## config.mk

```make
export PLATFORM = sky130hd
export DESIGN_NAME = roots_stream_serializer
export DESIGN_NICKNAME = d
export VERILOG_FILES = /design/src/rtl/roots_stream_serializer.sv
export SDC_FILE = /design/constraint.sdc
export NUM_CORES = 2
export LEC_CHECK = 0
export BUFFER_PORTS_ARGS = -buffer_cell sky130_fd_sc_hd__buf_4
export CORE_AREA = 2 2 382 384
export DETAILED_ROUTE_END_ITERATION = 7
export DIE_AREA = 0 0 384 386
export PLACE_DENSITY_LB_ADDON = 0.25
export SLEW_MARGIN = 20
export SYNTH_ARGS = -nofsm -noshare
export SYNTH_HDL_FRONTEND = slang
export SYNTH_SLANG_ARGS = --single-unit
```

## constraint.sdc

```tcl
create_clock -name clk -period 4.2 [get_ports clk]
set_clock_uncertainty 0.05 [all_clocks]
set_input_delay 0.21 -clock clk [delete_from_list [all_inputs] [get_ports clk]]
set_output_delay 0.21 -clock clk [all_outputs]
set_load 0.02 [all_outputs]
```

## src/rtl/roots_stream_serializer.sv

```systemverilog
// rtl/roots_stream_serializer.sv - snapshots the decoder roots vector on round completion
// and streams a header word plus one {k,i,j} word per PU over a valid/ready link.
module roots_stream_serializer #(
    parameter int CODE_DISTANCE_X     = 5,
    parameter int CODE_DISTANCE_Z     = 4,
    parameter int MEASUREMENT_ROUNDS  = (CODE_DISTANCE_X > CODE_DISTANCE_Z) ? CODE_DISTANCE_X : CODE_DISTANCE_Z,
    parameter int PU_COUNT            = CODE_DISTANCE_X * CODE_DISTANCE_Z * MEASUREMENT_ROUNDS,
    parameter int PER_DIMENSION_WIDTH = $clog2(MEASUREMENT_ROUNDS),
    parameter int ADDRESS_WIDTH       = 3 * PER_DIMENSION_WIDTH
) (
    input  logic                              clk,
    input  logic                              reset,
    input  logic                              result_valid,
    input  logic                              deadlock,
    input  logic [ADDRESS_WIDTH*PU_COUNT-1:0] roots,
    output logic [31:0]                       out_data,
    output logic                              out_valid,
    input  logic                              out_ready,
    output logic                              busy,
    output logic [30:0]                       test_id,
    output logic                              overflow
);

    localparam int PDW   = PER_DIMENSION_WIDTH;
    localparam int IDX_W = (PU_COUNT > 1) ? $clog2(PU_COUNT) : 1;
    localparam logic [IDX_W-1:0] LAST_IDX = IDX_W'(PU_COUNT - 1);

    generate
        if (PER_DIMENSION_WIDTH > 8) begin : g_pdw_check
            $error("PER_DIMENSION_WIDTH must not exceed 8");
        end
    endgenerate

    typedef enum logic [1:0] {
        IDLE   = 2'd0,
        HEADER = 2'd1,
        STREAM = 2'd2
    } state_t;

    state_t                            state_q, state_d;
    logic [IDX_W-1:0]                  idx_q, idx_d;
    logic [ADDRESS_WIDTH*PU_COUNT-1:0] snap_q, snap_d;
    logic                              dl_q, dl_d;
    logic                              trigger_q;
    logic [30:0]                       test_id_q, test_id_d;
    logic                              overflow_q, overflow_d;

    logic                              trig;
    logic                              trig_edge;
    logic [ADDRESS_WIDTH-1:0]          entry;

    assign trig      = result_valid | deadlock;
    assign trig_edge = trig & ~trigger_q;

    always_ff @(posedge clk) begin
        if (reset) begin
            state_q    <= IDLE;
            idx_q      <= '0;
            snap_q     <= '0;
            dl_q       <= 1'b0;
            trigger_q  <= 1'b0;
            test_id_q  <= '0;
            overflow_q <= 1'b0;
        end else begin
            state_q    <= state_d;
            idx_q      <= idx_d;
            snap_q     <= snap_d;
            dl_q       <= dl_d;
            trigger_q  <= trig;
            test_id_q  <= test_id_d;
            overflow_q <= overflow_d;
        end
    end

    always_comb begin
        state_d    = state_q;
        idx_d      = idx_q;
        snap_d     = snap_q;
        dl_d       = dl_q;
        test_id_d  = test_id_q;
        overflow_d = overflow_q;
        case (state_q)
            IDLE: begin
                if (trig_edge) begin
                    snap_d  = roots;
                    dl_d    = deadlock;
                    state_d = HEADER;
                end
            end
            HEADER: begin
                if (out_ready) begin
                    state_d = STREAM;
                    idx_d   = '0;
                end
            end
            STREAM: begin
                if (out_ready) begin
                    if (idx_q == LAST_IDX) begin
                        state_d   = IDLE;
                        idx_d     = '0;
                        test_id_d = test_id_q + 31'd1;
                    end else begin
                        idx_d = idx_q + 1'b1;
                    end
                end
            end
            default: state_d = IDLE;
        endcase
        // Any new round while a packet is in flight is lost; remember that it happened.
        if (trig_edge && (state_q != IDLE)) begin
            overflow_d = 1'b1;
        end
    end

    assign entry = snap_q[ADDRESS_WIDTH*idx_q +: ADDRESS_WIDTH];

    always_comb begin
        out_data = '0;
        case (state_q)
            HEADER: out_data = {dl_q, test_id_q};
            STREAM: begin
                out_data[PDW-1:0]   = entry[PDW-1:0];
                out_data[8 +: PDW]  = entry[PDW +: PDW];
                out_data[16 +: PDW] = entry[2*PDW +: PDW];
            end
            default: out_data = '0;
        endcase
    end

    assign out_valid = (state_q != IDLE);
    assign busy      = (state_q != IDLE);
    assign test_id   = test_id_q;
    assign overflow  = overflow_q;

endmodule

```

* Word level (Yosys, flattened, before mapping)
Index checks and enable logic that the tools add are counted.
** Storage, ports and cells
- Output and inout bits :: 66
- Logic and storage cells :: 44
- Bits in registers :: 943
- Input port bits :: 905
** Operators by class
- Bitwise gates (word level) :: 3
- Reduce and logical (&&, ||, !) cells :: 8
- Mux-type cells :: 15
- $mul :: 1
- Shift-type cells :: 1
- Add/subtract/negate cells :: 2
- Equality and inequality tests :: 7
** Operators by type and width (number)
- indexed part select 900 x 12 -> 9 bit :: 1
- adder 31 x 1 -> 31 bit (second input constant) :: 1
- 2-to-1 mux 7 bit :: 3
- case mux 3 bit (2 select lines) :: 3
- case mux 7 bit (2 select lines) :: 1
- 2-to-1 mux 13 bit :: 1
- multiplier 4 x 7 -> 11 bit (first input constant) :: 1
- 2-to-1 mux 5 bit :: 2
- 2-to-1 mux 2 bit :: 4
- != test 2 bit (second input constant) :: 4
- adder 7 x 1 -> 7 bit (second input constant) :: 1
- == test 7 bit (second input constant) :: 1
- case mux 2 bit (3 select lines) :: 1
- AND reduction 3 bit :: 2
- AND reduction 4 bit :: 1
- nonzero test 2 bit :: 2
- == test 2 x 1 -> 1 bit (second input constant) :: 1
- == test 2 bit (second input constant) :: 1
- logical NOT 2 bit :: 1
- AND reduction 2 bit :: 1
- bitwise AND 1 bit :: 1
- logical AND 1 bit :: 1
- inverter 1 bit :: 1
- OR 1 bit :: 1

* Logic depth before layout (Yosys ltp)
- Depth after elaboration :: 4
- Mapped depth :: 10
- Mapped depth without buffers :: 7

* Worst setup path before layout
OpenSTA, ideal clock, no wires.
- Path type :: register -> output
- Start :: register idx_q[0]
- End :: output out_data[1]
- Buffers on the path :: 5
- Stages on the path, launching flop included :: 10
- Arrival :: 2425 ps
- Data required time :: 3940 ps
- Path slack :: 1515 ps
- Cells stage by stage :: dfxtp_1 buf_4 buf_4 buf_6 buf_4 buf_4 mux4_2 a31oi_1 o211ai_1 a311oi_1
** Between the ends
- Word-level cells in the longest chain between the ends :: 3
** Ends and longest elaborated chain
- start, declared :: RTL line 41 : logic [IDX_W-1:0] idx_q, idx_d;
- start signal, assigned :: RTL line 66 : idx_q <= idx_d;
- multiplier 4 x 7 -> 11 bit :: RTL line 115 : assign entry = snap_q[ADDRESS_WIDTH*idx_q +: ADDRESS_WIDTH];
- indexed part select 900 x 12 -> 9 bit :: RTL line 115
- case mux 3 bit (2 select lines) :: RTL line 119 : case (state_q)
- end, declared :: RTL line 16 : output logic [31:0] out_data,
Every way passes these cells.

* Worst setup path after layout
- Start :: register idx_q[0]
- End :: output out_data[9]
Same word-level chain as after synthesis.

==> impl_metrics.yaml <==
outcome:
  status: "finished, final reports clean"
critical_path:
  path_class: "reg2out"
  crit_start: "idx_q[0]"
  crit-reg2reg-launch: "state_q[0]"
  rrSetupSlack_ns: 0.90
  arrival_ns: 3.90
  crit_path_end_kind: "output pin"
  worstPathRequired_ns: 3.94
  crit_fanout: 16
  cp-start-kind: "register"
layout:
  multi_input_area_um2: 19800
  fin_nets: 7451
  utilization_pct: 43.6
  seqCellArea_um2: 18900
  nFillCells: 14100
  finish.instance_area_um2: 63000
  drive_gt1_share_pct: 23.5
  final_cell_mix: "nand2_1 (1,856), buf_4 (1,067), dlygate4sd3_1 (967)"
  synthToLayoutAreaGrowth_pct: 56.4
  instances_no_fill: 8568
  layout_commonest_cell: "nand2_1"
hold_path:
  hold_path.class: "in2reg"
  min-delay-start: "roots[420]"
global_routing:
  gr-usage-all-layers_pct: 25.6
  gr-usage-met2_pct: 43.6
  antenna_found_initial: 35
  grt_pass1_vias: 42000
  grt-busiest-layer: "met2"
  grt_use_met3_pct: 4.13
  grt_max_degree: 201
  use_met1_pct: 31.3
  overflow: 0
  grt_pass1_wl_mm: 279
yosys:
  synth_top_family_by_area: "simple AND/OR/NAND/NOR gates"
  synthesis.area_um2: 40300
  synthCells: 4765
  post_synth_mux_area_share_pct: 14.7
  yosysWarnings: 0
  ys_seq_area_share_pct: 46.9
  synthDistinctLibCells: 60
  ys.flop_type: "dfxtp_1"
  syn_avg_cell_area_um2: 8.45
  yosys_register_bits: 943
  synthAdderAreaFrac_pct: 0.186
  synth-edff-count: 0
  synth-compound-area-share_pct: 13.8
  async_flop_share_pct: 0
  synth_simple_gate_area_share_pct: 19.7
  synth_xor_area_share_pct: 0.370
  synth_fp_nets: 5676
timing:
  drv_slew: 0
  fin_tns_setup_ns: 0
  worst_slew_pin_slew_ns: 0.969
  setup_violations: 0
  fmax_mhz: 240
  finalCritPeriodShare_pct: 99.0
  worst_hold_slack_ns: 0.223
  rsz0062_at_grt: "false"
  hold_violations: 0
  max_slew_margin_pct: 35.4
  period_minus_slack_ns: 4.16
drt:
  wl_per_cell_um: 23.2
  viasPerCell: 4.92
  drc_errors: 0
  drtIter0Drc: 2936
  wl_mm: 199
  num_vias: 42200
  ant_nets: 0
  drt_pre_antenna_iters: 6
flow_run:
  cap_violations: 0
cts:
  insertion_delay_ns: 0.73
  clkSlewWorstSetupHoldPaths_ns: 0.06
  numCtsBuffers: 106
  tritoncts: "built"
  clk_path_buf_depth: 3
  cts_num_sinks: 943
  h-tree-depth: 3
  root_buffer: "clkbuf_16"
floorplanning:
  num_rows: 140
  die_w_um: 384
  core_um2: 145000
  ioPinCount: 971
  dieArea_um2: 148000
  die_h_um: 386
  initial_core_util_pct: 27.9
place:
  routabilityCongestion: 0.922
  numPortBuffers: 970
  dpl.cell_count: 7374
  dpl_cell_area_um2: 49500
  hpwl_mm: 146
power_and_ir_drop:
  p_per_area_nw_per_um2: 409
  vdd_drop_max_mv: 0.293
  leakagePower_nw: 24.9
## worst max-delay path, stage by stage, from the launching register on
cell	delay [ns]
dfxtp_4	0.43
buf_12	0.13
buf_4	0.31
mux4_2	0.33
mux2i_1	0.17
o211ai_1	0.43
a32oi_1	0.20
buf_4	0.22
a311oi_2	0.52
buf_4	0.26
buf_4	0.15
## through the flow
stage               setup WS, ns  power, mW
floorplan                   1.52       13.3
global placement           0.355       15.6
detailed placement         0.353       15.7
CTS                      0.00274       25.9
global route              0.0251       26.8
finish                    0.0401       25.8
## worst paths after layout
path,end,cells past startpoint
max,out_data[9],10
min,snap_q[420],4
max reg2reg,snap_q[836],9
min reg2reg,snap_q[888],2
## routing by layer
| layer | vias to the layer above | routed length, um |
|---|---|---|
| met1 | 20400 | 81000 |
| met3 | 456 | 10500 |
| li1 | 19700 | - |
| met4 | 18 | 10900 |
| met2 | 1550 | 96100 |
| met5 | - | 119 |
## state kept, by name (all words and copies together) (netlist names)
name	cells
state_q	2
overflow	1
test_id	31
trigger_q	1
snap_q	900
dl_q	1
idx_q	7
## timing repair
item                                   4_1_cts  5_1_grt
buffers inserted                             8        0
gates resized for setup                     13        3
setup endpoints to repair                    9        3
endpoints found under the hold margin      913        0
hold buffers                               967        0
## layout make-up
type | instances | area share [%]
tap | 1917 | 3.81
clock buffer | 160 | 5.03
sequential | 943 | 30.0
timing repair buffer | 2067 | 29.1
multi-input combinational | 3411 | 31.4
antenna | 22 | 0.0874
clock inverter | 37 | 0.566
inverter | 11 | 0.0695
## report_power, final
| group | leakage, nW | switching [mW] | internal (mW) | total, mW |
|---|---|---|---|---|
| clock | 1.74 | 3.98 | 5.46 | 9.43 |
| combinational | 15.4 | 3.26 | 2.67 | 5.93 |
| sequential | 7.74 | 0.553 | 9.85 | 10.4 |
## synth_stat cells, drive strengths merged, types with 5 or more instances
cell type,instances,area (um^2)
nand2,1857,6970
dfxtp,943,18900
a21oi,924,4620
clkbuf,335,1260
mux4,219,4930
buf,65,457
mux2i,57,571
nor2,43,161
mux2,36,405
and2,28,175
o21ai,21,105
a221oi,18,158
nand3,18,90.1
nand4,13,81.3
xor2,13,114
nor3,12,60.1
nor2b,11,68.8
o211ai,11,82.6
inv,10,37.5
or4,9,67.6
a21boi,8,60.1
a22oi,8,60.1
o31ai,8,60.1
or3,8,50.1
and3,7,43.8
ha,6,75.1
o221ai,6,52.6
a32oi,5,43.8
o2111ai,5,43.8
o22ai,5,31.3
## cells by family after synthesis
family / Yosys count
flops: 943
fa+ha+maj: 6
xor+xnor: 17
buf+inv: 411
compound gates: 1049
mux: 312
simple gates: 2027
No activity file was read; power rests on OpenSTA's default activity.
